$ cat src/rtl/tsc_leak_decoder_pkg.sv
// Shared constants, FSM encoding and the leak inner-product helper for the
// TSC power-leak receiver.
package tsc_pkg;
    localparam int NUM_RK_DEF    = 8;
    localparam int LEAK_BITS_DEF = 8;
    localparam logic [127:0] TRIG_PATTERN = 128'h00112233_44556677_8899aabb_ccddeeff;

    typedef enum logic {IDLE, COLLECT} fsm_e;

    // XOR-reduce of the AND of the low nbits of state and key; upper bits never matter.
    function automatic logic leak_parity(input logic [127:0] s, input logic [127:0] k,
                                         input int nbits);
        logic p;
        p = 1'b0;
        for (int i = 0; i < 128; i++)
            if (i < nbits) p = p ^ (s[i] & k[i]);
        return p;
    endfunction
endpackage

$ cat src/rtl/tsc_leak_decoder_chan.sv
// One round-key channel: accumulator bit, collection mask bit and the 3-bit
// phase of the Trojan's rotating register.
module tsc_leak_chan
    import tsc_pkg::*;
(
    input  logic       clk,
    input  logic       rst,
    input  logic       wr_i,
    input  logic       p_i,
    input  logic       clr_i,
    output logic       acc_d_o,
    output logic       mask_d_o,
    output logic       dup_o,
    output logic [2:0] rot_o
);
    logic       acc_q;
    logic       mask_q;
    logic [2:0] rot_q;

    // Next-state values are exported so the top can complete a word on the
    // same edge that captures the final key.
    assign acc_d_o  = wr_i ? p_i : acc_q;
    assign mask_d_o = mask_q | wr_i;
    assign dup_o    = wr_i & mask_q;
    assign rot_o    = rot_q;

    always_ff @(posedge clk) begin
        if (rst) begin
            acc_q  <= 1'b0;
            mask_q <= 1'b0;
            rot_q  <= 3'd0;
        end else begin
            acc_q  <= acc_d_o;
            mask_q <= clr_i ? 1'b0 : mask_d_o;
            if (wr_i && p_i) rot_q <= rot_q + 3'd1;
        end
    end
endmodule

$ cat src/rtl/tsc_leak_decoder.sv
// Receiver for the TSC power-leak Trojan: arms on the trigger plaintext,
// rebuilds one parity bit per round key and hands out leak words.
module tsc_leak_decoder
    import tsc_pkg::*;
#(
    parameter int NUM_RK    = NUM_RK_DEF,
    parameter int LEAK_BITS = LEAK_BITS_DEF
) (
    input  logic                  clk,
    input  logic                  rst,
    input  logic                  state_valid,
    input  logic [127:0]          state,
    input  logic                  rk_valid,
    input  logic [3:0]            rk_idx,
    input  logic [127:0]          rk,
    output logic                  armed,
    output logic                  leak_valid,
    input  logic                  leak_ready,
    output logic [NUM_RK-1:0]     leak_word,
    output logic [3*NUM_RK-1:0]   rot_phase,
    output logic                  err_idx,
    output logic                  err_dup,
    output logic                  overflow
);
    fsm_e         fsm_q;
    logic [127:0] state_q;
    logic         collecting, p, idx_bad, word_done, hs;
    logic [NUM_RK-1:0] wr, acc_d, mask_d, dup;

    assign collecting = (fsm_q == COLLECT);
    // Uses state_q from before this edge, even if state_valid is also high.
    assign p          = leak_parity(state_q, rk, LEAK_BITS);
    assign idx_bad    = (rk_idx == 4'd0) || (rk_idx > 4'(NUM_RK));
    assign word_done  = &mask_d;
    assign hs         = leak_valid & leak_ready;

    for (genvar g = 0; g < NUM_RK; g++) begin : g_chan
        assign wr[g] = collecting && rk_valid && (rk_idx == 4'(g + 1));
        tsc_leak_chan u_chan (
            .clk      (clk),
            .rst      (rst),
            .wr_i     (wr[g]),
            .p_i      (p),
            .clr_i    (word_done),
            .acc_d_o  (acc_d[g]),
            .mask_d_o (mask_d[g]),
            .dup_o    (dup[g]),
            .rot_o    (rot_phase[3*g +: 3])
        );
    end

    always_ff @(posedge clk) begin
        if (rst) begin
            fsm_q      <= IDLE;
            state_q    <= '0;
            armed      <= 1'b0;
            leak_valid <= 1'b0;
            leak_word  <= '0;
            err_idx    <= 1'b0;
            err_dup    <= 1'b0;
            overflow   <= 1'b0;
        end else begin
            if (state_valid) state_q <= state;
            case (fsm_q)
                IDLE: if (state_valid && state == TRIG_PATTERN) begin
                    armed <= 1'b1;
                    fsm_q <= COLLECT;
                end
                COLLECT: if (rk_valid && idx_bad) err_idx <= 1'b1;
                default: fsm_q <= IDLE;
            endcase
            if (|dup) err_dup <= 1'b1;
            // A completed word only replaces the held one if it is leaving now.
            if (word_done) begin
                if (!leak_valid || hs) begin
                    leak_word  <= acc_d;
                    leak_valid <= 1'b1;
                end else begin
                    overflow <= 1'b1;
                end
            end else if (hs) begin
                leak_valid <= 1'b0;
            end
        end
    end
endmodule
$ cat config.mk
export PLATFORM = sky130hd
export DESIGN_NAME = tsc_leak_decoder
export DESIGN_NICKNAME = d
export VERILOG_FILES = /design/src/rtl/tsc_leak_decoder_pkg.sv /design/src/rtl/tsc_leak_decoder_chan.sv /design/src/rtl/tsc_leak_decoder.sv
export SDC_FILE = /design/constraint.sdc
export NUM_CORES = 1
export LEC_CHECK = 0
export ABC_CLOCK_PERIOD_IN_PS = 2600
export BUFFER_PORTS_ARGS = -buffer_cell sky130_fd_sc_hd__buf_2
export CORE_AREA = 3 3 118 120
export CTS_CLUSTER_SIZE = 16
export DETAILED_ROUTE_END_ITERATION = 12
export DIE_AREA = 0 0 121 123
export HOLD_SLACK_MARGIN = 0.15
export PLACE_DENSITY = 0.61
export RECOVER_POWER = 50
export SLEW_MARGIN = 20
export SYNTH_ARGS = -nofsm -noshare
export SYNTH_HDL_FRONTEND = slang
export SYNTH_SLANG_ARGS = --single-unit
$ cat constraint.sdc
create_clock -name clk -period 2.6 [get_ports clk]
set_input_delay 0.26 -clock clk [delete_from_list [all_inputs] [get_ports clk]]
set_output_delay 0.26 -clock clk [all_outputs]
set_load 0.03 [all_outputs]
After elaboration in Yosys (flattened, before gate mapping)
Index checks and enable logic that the tools add are counted.
Word-level totals
  output and inout bits: 37
  flip-flop bits (word level): 62
  input bits: 265
  logic and storage cells: 130
Operators by class
  mux-type cells: 13
  equal/unequal tests: 10
  add/sub/neg operators: 8
  bitwise logic cells: 34
  reduce and logical (&&, ||, !) cells: 32
  order comparisons: 1
Operators with widths (number)
  $eq 128x117->1 const B: 1
  $add 3x1->3 const B: 8
  $logic_and 1x1->1: 19
  $reduce_and 9->1: 2
  $and 1x1->1: 17
  $eq 4x3->1 const B: 4
  $mux 1: 13
  $eq 4x2->1 const B: 2
  $or 1x1->1: 8
  $reduce_and 8->1: 1
  $reduce_or 8->1: 1
  $xor 1x1->1: 7
  $reduce_and 2->1: 3
  $eq 4x1->1 const B: 1
  $eq 4x4->1 const B: 1
  $gt 4x4->1 const B: 1
  $logic_not 4->1: 1
  $logic_or 1x1->1: 2
  $ne 2x2->1 const B: 1
  $not 1->1: 2
  $reduce_bool 2->1: 1
  $reduce_or 2->1: 1
  $logic_not 1->1: 1

Logic depth before layout (Yosys ltp)
Gate-level depths: netlist of the first run.
  depth after elaboration: 9
  depth in mapped cells: 8
  gate-level depth less buffers: 6

Hierarchy
A second synthesis of the first run with hierarchy kept.
Unflattened totals
  cells, all modules: 333
  area, all modules: 3320.7 um2
Modules (own cells, without submodules)
  tsc_leak_chan: instances 8, sequential area each 100.1 um2, area each 245.2 um2, cells each 22
  tsc_leak_decoder: instances 1, sequential area each 440.4 um2, area each 1358.8 um2, cells each 157

Least setup slack after synthesis of the first run
No wires, ideal clock.
  kind: reg2reg
  start: register fsm_q, in the netlist collecting
  end: register leak_word[3]
  clock period less this slack: 1.830 ns
  stages on the path, launching flop included: 9
  arrival time: 1.762 ns
  path buffers: 2
  path slack: 0.770 ns
  setup time: 0.068 ns
  data required time: 2.532 ns
  path through: dfxtp_1 and4b_1 buf_6 a31oi_4 nor3_2 o2111ai_2 buf_6 a211o_1 a21oi_2
On the way
  word-level cells in the longest chain between the ends: 4
  elaborated cells on any way between the ends: 19
  classes of those cells: mux: 1; bitwise: 8; reduce/logical: 10
Ends and longest elaborated chain
  from (decl): line tsc_leak_decoder.sv:25  | fsm_e fsm_q;
  from (signal assigned): line tsc_leak_decoder.sv:54  | fsm_q <= IDLE;
  from (signal assigned): line tsc_leak_decoder.sv:67  | fsm_q <= COLLECT;
  from (signal assigned): line tsc_leak_decoder.sv:70  | default: fsm_q <= IDLE;
  $logic_and 1x1->1 (*): line tsc_leak_decoder.sv:38  | assign wr[g] = collecting && rk_valid && (rk_idx == 4'(g + 1));
  $logic_and 1x1->1: line tsc_leak_decoder.sv:38
  $or 1x1->1: line tsc_leak_decoder_chan.sv:23  | assign mask_d_o = mask_q | wr_i;
  $reduce_and 9->1 (no source line)
  to (signal assigned): line tsc_leak_decoder.sv:58  | leak_word <= '0;
  to (signal assigned): line tsc_leak_decoder.sv:76  | leak_word <= acc_d;
  to (decl): line tsc_leak_decoder.sv:19  | output logic [NUM_RK-1:0] leak_word,
Mark *: on every way between the ends. The rest lies on a longest branch, timed or not.
A chain may end at the register's enable or synchronous reset.

Final worst setup path of the first run
  start: register fsm_q, in the netlist collecting
  end: register leak_word[1]
The elaborated chain is that of the path after synthesis.

==> results of run 1 <==
## power breakdown
part | internal, mW | switching [mW]
combinational | 0.141 | 0.172
sequential | 0.959 | 0.00438
clock | 0.788 | 0.401
## cells in the mapped netlist (3+ instances only)
cell,instances,area [sq um]
a211oi_1,7,52.6
ha_1,8,100
and3_1,3,18.8
o31ai_1,4,30.0
a211o_1,7,61.3
nand4_1,9,56.3
nand3_1,9,45.0
nand4b_1,5,43.8
buf_1,3,11.3
mux2i_1,8,80.1
nor3_1,8,40.0
nand2b_1,6,37.5
nor4_1,6,37.5
xnor2_1,5,43.8
nor2_1,32,120
and4b_1,5,50.1
or4_1,5,37.5
xor2_1,4,35.0
dfxtp_1,62,1240
nor4b_1,7,61.3
clkbuf_1,10,37.5
inv_1,5,18.8
o21ai_0,16,80.1
or3_1,9,56.3
nand2_1,27,101
buf_2,4,20.0
nor4bb_1,7,70.1
and2_1,6,37.5
a21oi_1,35,175
## registers in the layout, summed over array words and instances (netlist names)
signal / cells
g_chan.u_chan.rot_o: 24
leak_word: 8
state_q: 8
err_dup: 1
g_chan.u_chan.mask_q: 8
leak_valid: 1
armed: 1
collecting: 1
g_chan.u_chan.acc_q: 8
overflow: 1
err_idx: 1
## layer usage
layer,up-vias,global-route usage
li1,1697,-
met1,1551,0.229
met2,188,0.252
met3,23,0.0737
met4,12,0.0581
met5,-,0
## cell type report
| cell class | count | area share |
|---|---|---|
| multi-input combinational | 270 | 0.393 |
| clock buffer | 12 | 0.0569 |
| timing repair buffer | 193 | 0.212 |
| inverter | 5 | 0.00417 |
| sequential | 62 | 0.276 |
| clock inverter | 4 | 0.0100 |
| tap | 176 | 0.0489 |
## worst paths after layout
path | from | to | slack, ps | cells after the start
worst max-delay path | collecting | leak_word[1] | 460 | 8
worst min-delay path | state[4] | state_q[4] | 210 | 3
worst max register to register | collecting | leak_word[1] | 460 | 8
worst min register to register | leak_word[7] | leak_word[7] | 450 | 2
## per-stage QoR
step,instances,total power [mW],cell area (sq um),setup WS (ps),util
5_1_grt,722,2.57,4500,320,0.344
3_3_place_gp,706,1.29,4260,455,0.325
2_1_floorplan,358,1.11,3130,770,-
6_report,722,2.47,4500,455,0.344
3_5_place_dp,706,1.30,4260,365,0.325
4_1_cts,722,2.50,4560,478,0.348
## critical path: stages (launching register included)
cell	delay, ps
dfxtp_1	430
and4b_1	340
buf_4	200
a21oi_1	130
nor3_2	210
o2111ai_2	110
buf_4	210
a311o_1	300
a21oi_1	140
## cells by family (layout without fill, tap and decap cells)
family / Yosys count / after routing
xor gates and xnor gates: 9 / 9
AOI/OAI and AO/OA: 85 / 85
buffers and inverters: 26 / 214
DFF: 62 / 62
and+or+nand+nor: 158 / 158
muxes: 10 / 10
adders and majority gates: 8 / 8
==> results.cfg, run 1 <==
[cts]
cts-htree-levels = 3
clk_latency_ps = 320
cts_tree = done
clkSinkCount = 62
cts.path.max_buffers = 2
clockRootBuffer = clkbuf_16
cts_setup_buffers = 0
clk_pin_slew_worst_paths_ps = 50
postCtsHoldBufs = 0
cts_buffers = 9
cts_resized = 0

[timing]
fin_crit_ps = 2140
finalHoldViolCount = 0
setup-violations-final = 0
period_share = 0.825
drv_slew = 41
timing.fmax_mhz = 466
rsz0062_at_grt = false
tightestPinTransition_ps = 1820
setup_tns_ps = 0
skew_ps = 5.91
relSlewSlack = -0.210
holdWs_ps = 207

[logic_synthesis]
synthMuxAreaShare = 0.0328
yosysWarnings = 0
synth_area_sq_um = 3130
synth_fa_ha_area_frac = 0.0320
syn-num-nets = 631
synth-xor-area-share = 0.0252
ys.flop_type = dfxtp_1
synthSimpleGateAreaFrac = 0.299
synth_seq_area_share = 0.397
ys_ff_latch = 62
avgSynthCellArea_sq_um = 8.74
synth_cells = 358
yosys.cell_types.count = 55
synthArstFlopShare = 0
synth_top_family_by_area = simple AND/OR/NAND/NOR gates
synth-compound-area-share = 0.174
synth-edff-count = 0

[route]
dr.pass1.iters = 4
wire_per_inst_um = 18.0
ant_nets = 0
initialDrtViolationCount = 208
wl_met3_um = 1590
top_layer = met5
wl_met2_um = 5110
num_vias = 3471
drt_wl_total_um = 13000
detail_route.vias_per_cell = 4.81
drc_errors = 0
wl_met1_um = 5850

[finish]
final_common_cell = buf_2
syn_to_final_growth_pct = 44.0
regArea_sq_um = 1240
layout-drive-gt1-share = 0.321
diodes = 0
final_cell_mix = buf_2, dfxtp_1, clkbuf_1
fillers = 1383
multi_input_area_sq_um = 1770
fin_nets = 814

[global_route]
grt_max_degree = 53
antenna_found_initial = 9
grt_pass1_vias = 3411
overflow = 0
grt_use_total = 0.173
grt_pass1_wl_um = 18800

[floorplanning]
fp.coreArea_sq_um = 13100
rows = 42
start_util = 0.239
die_area_sq_um = 14900
io_pins = 302
die_w_um = 121
die_h_um = 123

[place]
place_congestion = 0.898
port_buffers = 181
hpwl_um = 11000

[power]
p_leak_nw = 1.80
p_per_area_nw_per_um2 = 547
ir_worst_vdd_mv = 0.305

[run_status]
violations = max-capacitance violations, max-slew violations
run_status = finished with violations

[run]
drv_cap = 1

[setup_path]
critical_path_required_ps = 2840
cp_max_fo = 16
timing.setup.critical_path_class = reg -> reg
critPathLaunchType = register
crit_arrival_ps = 2390
end_kind = register

[min_path]
worst_hold_path_type = in -> reg
(Power assumes the default switching activity.)
==> run 2, diff against run 1 <==
- ABC_CLOCK_PERIOD_IN_PS: 2600 -> 2200
- clock period: 2.6 -> 2.2 ns (I/O delays scaled with it)
==> results.cfg, run 2 (same netlist as run 1, synthesis figures left out) <==
[timing]
period_share = 0.908
finalWorstSetupSlack_ps = 202
tightestPinTransition_ps = 1110
skew_ps = 8.09
holdWs_ps = 160
finalHoldViolCount = 0
drv_slew = 0
fin_crit_ps = 2000
setup-violations-final = 0
rsz0062_at_grt = false
timing.fmax_mhz = 500
relSlewSlack = 0.258

[cts]
clockRootBuffer = clkbuf_16
cts.path.max_buffers = 2
postCtsHoldBufs = 0
clk_pin_slew_worst_paths_ps = 60
cts-htree-levels = 3
clkSinkCount = 62
clk_latency_ps = 320
cts_buffers = 9
cts_resized = 0
cts_tree = done
cts_setup_buffers = 0

[floorplanning]
die_w_um = 121
start_util = 0.239
io_pins = 302
fp.coreArea_sq_um = 13100
die_h_um = 123
rows = 42
die_area_sq_um = 14900

[place]
hpwl_um = 11100
dp.cells = 710
port_buffers = 181
place_congestion = 0.904
dp_slack_ps = -76.4
post_dp_cell_area_sq_um = 4290

[route]
drc_errors = 0
dr.pass1.iters = 5
drt_wl_total_um = 13100
detail_route.vias_per_cell = 4.87
wire_per_inst_um = 18.1
num_vias = 3540
initialDrtViolationCount = 206
ant_nets = 0

[setup_path]
critical_path_required_ps = 2400
crit_buf_inv = 1
critPathLaunchType = register
timing.setup.critical_path_class = reg -> reg
end_kind = register
crit_arrival_ps = 2200
r2r_end = g_chan[1].u_chan.rot_o[2]
r2r_setup_slack_ps = 200
worstPathCellList = nand2_1, xor2_1, xnor2_1, xnor2_2, buf_12, nor3b_1, mux2_1
critical-path-top-delay-family = XOR/XNOR gates
cp_max_fo = 40
critical_path.max_stage_delay_ps = 380
cpMaxStageDelayCell = xnor2_1
reg2reg_from = state_q[2]
r2r_cells = 7

[finish]
fillers = 1391
final_common_cell = buf_2
final_cells = 727
layout-drive-gt1-share = 0.331
fin_nets = 818
largest_reg_flops = 24
design_area_sq_um = 4570
syn_to_final_growth_pct = 46.2
final_cell_mix = buf_2, dfxtp_1, clkbuf_1

[run_status]
run_status = complete, no violations

[run]
drv_cap = 0

[power]
p_per_area_nw_per_um2 = 687
ir_worst_vdd_mv = 0.383
p_leak_nw = 1.85

[min_path]
worst_hold_path_type = in -> reg
hp-start = state[4]
whs_path_depth = 3
hold-path-endpoint = state_q[4]

[global_route]
antenna_found_initial = 10
grt_pass1_wl_um = 19100
grt_pass1_vias = 3503
overflow = 0
grt_use_total = 0.174
grt_max_degree = 54
run 2: tightest hold or removal path, delay by kind of cell:
| kind | cells | cell delay [ps] |
|---|---|---|
| buffers and inverters | 1 | 90 |
| muxes | 1 | 60 |
| and+or+nand+nor | 1 | 70 |
run 2: area by class of cell:
| cell class | instances | area [sq um] | share of cell area |
|---|---|---|---|
| antenna | 1 | 2.50 | 0.000547 |
| multi-input combinational | 270 | 1750 | 0.383 |
| sequential | 62 | 1240 | 0.271 |
| timing repair buffer | 197 | 992 | 0.217 |
| inverter | 5 | 18.8 | 0.00410 |
| clock inverter | 7 | 120 | 0.0263 |
| clock buffer | 9 | 225 | 0.0492 |
| tap | 176 | 220 | 0.0481 |
run 2: layer usage:
layer | global-route usage | share of wire | wire length (um) | up-vias
met4 | 0.0503 | 0.020 | 266 | 14
met5 | 0 | 0.0062 | 81 | -
li1 | - | - | - | 1712
met2 | 0.262 | 0.40 | 5260 | 198
met1 | 0.226 | 0.45 | 5970 | 1594
met3 | 0.0764 | 0.12 | 1570 | 22
run 2: report_power, final:
part / switching (mW) / internal (mW) / leakage [nW]
Clock: 0.519 / 1.11 / 0.166
Sequential: 0.00467 / 1.13 / 0.501
Combinational: 0.203 / 0.174 / 1.18
run 2: worst max path at each step:
stage / start / slack [ps] / endpoint / depth (start not counted)
6_report: state_q[2] / 200 / g_chan[1].u_chan.rot_o[2] / 7
4_1_cts: state_q[2] / 200 / g_chan[1].u_chan.rot_o[2] / 7
5_1_grt: state_q[2] / 60 / g_chan[6].u_chan.rot_o[0] / 8
3_5_place_dp: state[57] / -80 / armed / 9
2_1_floorplan: collecting / 370 / leak_word[3] / 8
3_3_place_gp: state[57] / -30 / armed / 9
run 2: through the flow:
stage / total power, mW / TNS (ps) / util
3_3_place_gp: 1.53 / -26.0 / 0.328
5_1_grt: 3.26 / 0 / 0.349
4_1_cts: 3.17 / 0 / 0.354
2_1_floorplan: 1.31 / 0 / -
3_5_place_dp: 1.54 / -89.6 / 0.328
6_report: 3.14 / 0 / 0.350
==> run 3, diff against run 2 <==
- CELL_PAD_IN_SITES_DETAIL_PLACEMENT: not set -> 1
- CELL_PAD_IN_SITES_GLOBAL_PLACEMENT: not set -> 1
- CORE_AREA: 3 3 118 120 -> not set
- CORE_ASPECT_RATIO: not set -> 0.5
- CORE_MARGIN: not set -> 3
- CORE_UTILIZATION: not set -> 24
- DIE_AREA: 0 0 121 123 -> not set
- PLACE_DENSITY: 0.61 -> 0.85
==> results.cfg, run 3 (same netlist as run 1, synthesis figures left out) <==
[run_status]
run_status = complete, no violations

[finish]
largest_reg_flops = 24
final_common_cell = buf_2
syn_to_final_growth_pct = 44.1
layout-drive-gt1-share = 0.325
fin_nets = 820
postLayoutCoreUtil = 0.368
diodes = 0
final_cells = 716
final_cell_mix = buf_2, dfxtp_1, clkbuf_1
fillers = 1543

[setup_path]
r2r_cells = 6
worstPathCellList = and4b_1, and2_1, a22o_1, o2111ai_4, a211o_1, a21oi_1
critPathLaunchType = register
crit_arrival_ps = 2310
critical_path_required_ps = 2460
reg2reg_from = collecting
cpMaxStageDelayCell = and4b_1
r2r_end = leak_word[6]
timing.setup.critical_path_class = reg -> reg
end_kind = register
critical-path-top-delay-family = compound AO/OA/AOI/OAI gates
crit_buf_inv = 0
r2r_setup_slack_ps = 150
critical_path.max_stage_delay_ps = 410
cp_max_fo = 11

[timing]
rsz0062_at_grt = false
timing.fmax_mhz = 487
finalHoldViolCount = 0
tightestPinTransition_ps = 947
fin_crit_ps = 2050
setup_tns_ps = 0
period_share = 0.933
drv_slew = 0
setup-violations-final = 0
skew_ps = 8.08
relSlewSlack = 0.368

[route]
detail_route.vias_per_cell = 4.88
drt_wl_total_um = 12300
initialDrtViolationCount = 131
wire_per_inst_um = 17.2
drc_errors = 0
num_vias = 3495
ant_nets = 0
dr.pass1.iters = 4

[min_path]
worst_hold_path_type = in -> reg
hp-start = state[4]
whs_path_depth = 3
hold-path-endpoint = state_q[4]

[place]
place_congestion = 0.829
hpwl_um = 10300
dp.cells = 700
port_buffers = 181

[floorplanning]
rows = 28
start_util = 0.255
die_area_sq_um = 14500
die_w_um = 167
die_h_um = 86.7
io_pins = 302
fp.coreArea_sq_um = 12300

[cts]
cts.path.max_buffers = 2
clockRootBuffer = clkbuf_16
clkSinkCount = 62
cts_buffers = 9
cts-htree-levels = 3
clk_pin_slew_worst_paths_ps = 50
clk_latency_ps = 330
cts_tree = done

[global_route]
grt_use_total = 0.167
grt_pass1_vias = 3686
antenna_found_initial = 1
grt_max_degree = 46
overflow = 0
grt_pass1_wl_um = 18800

[power]
finalPower_mw = 2.75
ir_worst_vdd_mv = 0.299
p_per_area_nw_per_um2 = 609
p_leak_nw = 1.81

[run]
drv_cap = 0
## run 3: how the worst max path moves through the flow
| stage | cells past startpoint | endpoint | startpoint |
|---|---|---|---|
| finish | 6 | leak_word[6] | collecting |
| global route | 6 | leak_word[7] | collecting |
| CTS | 6 | leak_word[1] | collecting |
| detailed placement | 8 | armed | state[57] |
| global placement | 8 | armed | state[57] |
| floorplan | 8 | leak_word[3] | collecting |
## run 3: power breakdown
part / internal (mW) / total (mW) / switching (mW)
clock: 0.750 / 1.23 / 0.480
sequential: 1.13 / 1.14 / 0.00529
combinational: 0.173 / 0.376 / 0.203
## run 3: final cells by class
class	instances	area [sq um]	area share
Sequential cell	62	1240	0.275
Inverter	5	18.8	0.00416
Clock inverter	4	25.0	0.00555
Clock buffer	11	233	0.0516
Multi-Input combinational cell	270	1780	0.395
Timing Repair Buffer	199	1000	0.222
Tap cell	165	206	0.0458
## run 3: what timing repair did
action	4_1_cts	5_1_grt
endpoints found under the hold margin	1	0
buffers inserted	0	0
gates resized for setup	0	1
endpoints found under the setup margin	0	8
hold buffers	1	0
## run 3: through the flow
stage	hold slack, ps	instance area, sq um	setup slack [ps]
2_1_floorplan	367	3130	370
3_3_place_gp	440	4280	13.6
3_5_place_dp	455	4280	0.505
4_1_cts	157	4550	33.6
5_1_grt	163	4510	47.0
6_report	166	4510	147
## run 3: routing by layer
layer | up-vias | global-route usage | part of all wire
li1 | 1712 | - | -
met1 | 1670 | 0.173 | 0.38
met2 | 96 | 0.340 | 0.55
met3 | 15 | 0.0437 | 0.050
met4 | 2 | 0.0356 | 0.013
met5 | - | 0 | 0.0016
## run 3: worst reg2reg max path: stages (launching register included)
cell and delay [ps]:
dfxtp_1 340, and4b_1 410, and2_1 230, a22o_1 240
o2111ai_4 260, a211o_1 360, a21oi_1 150
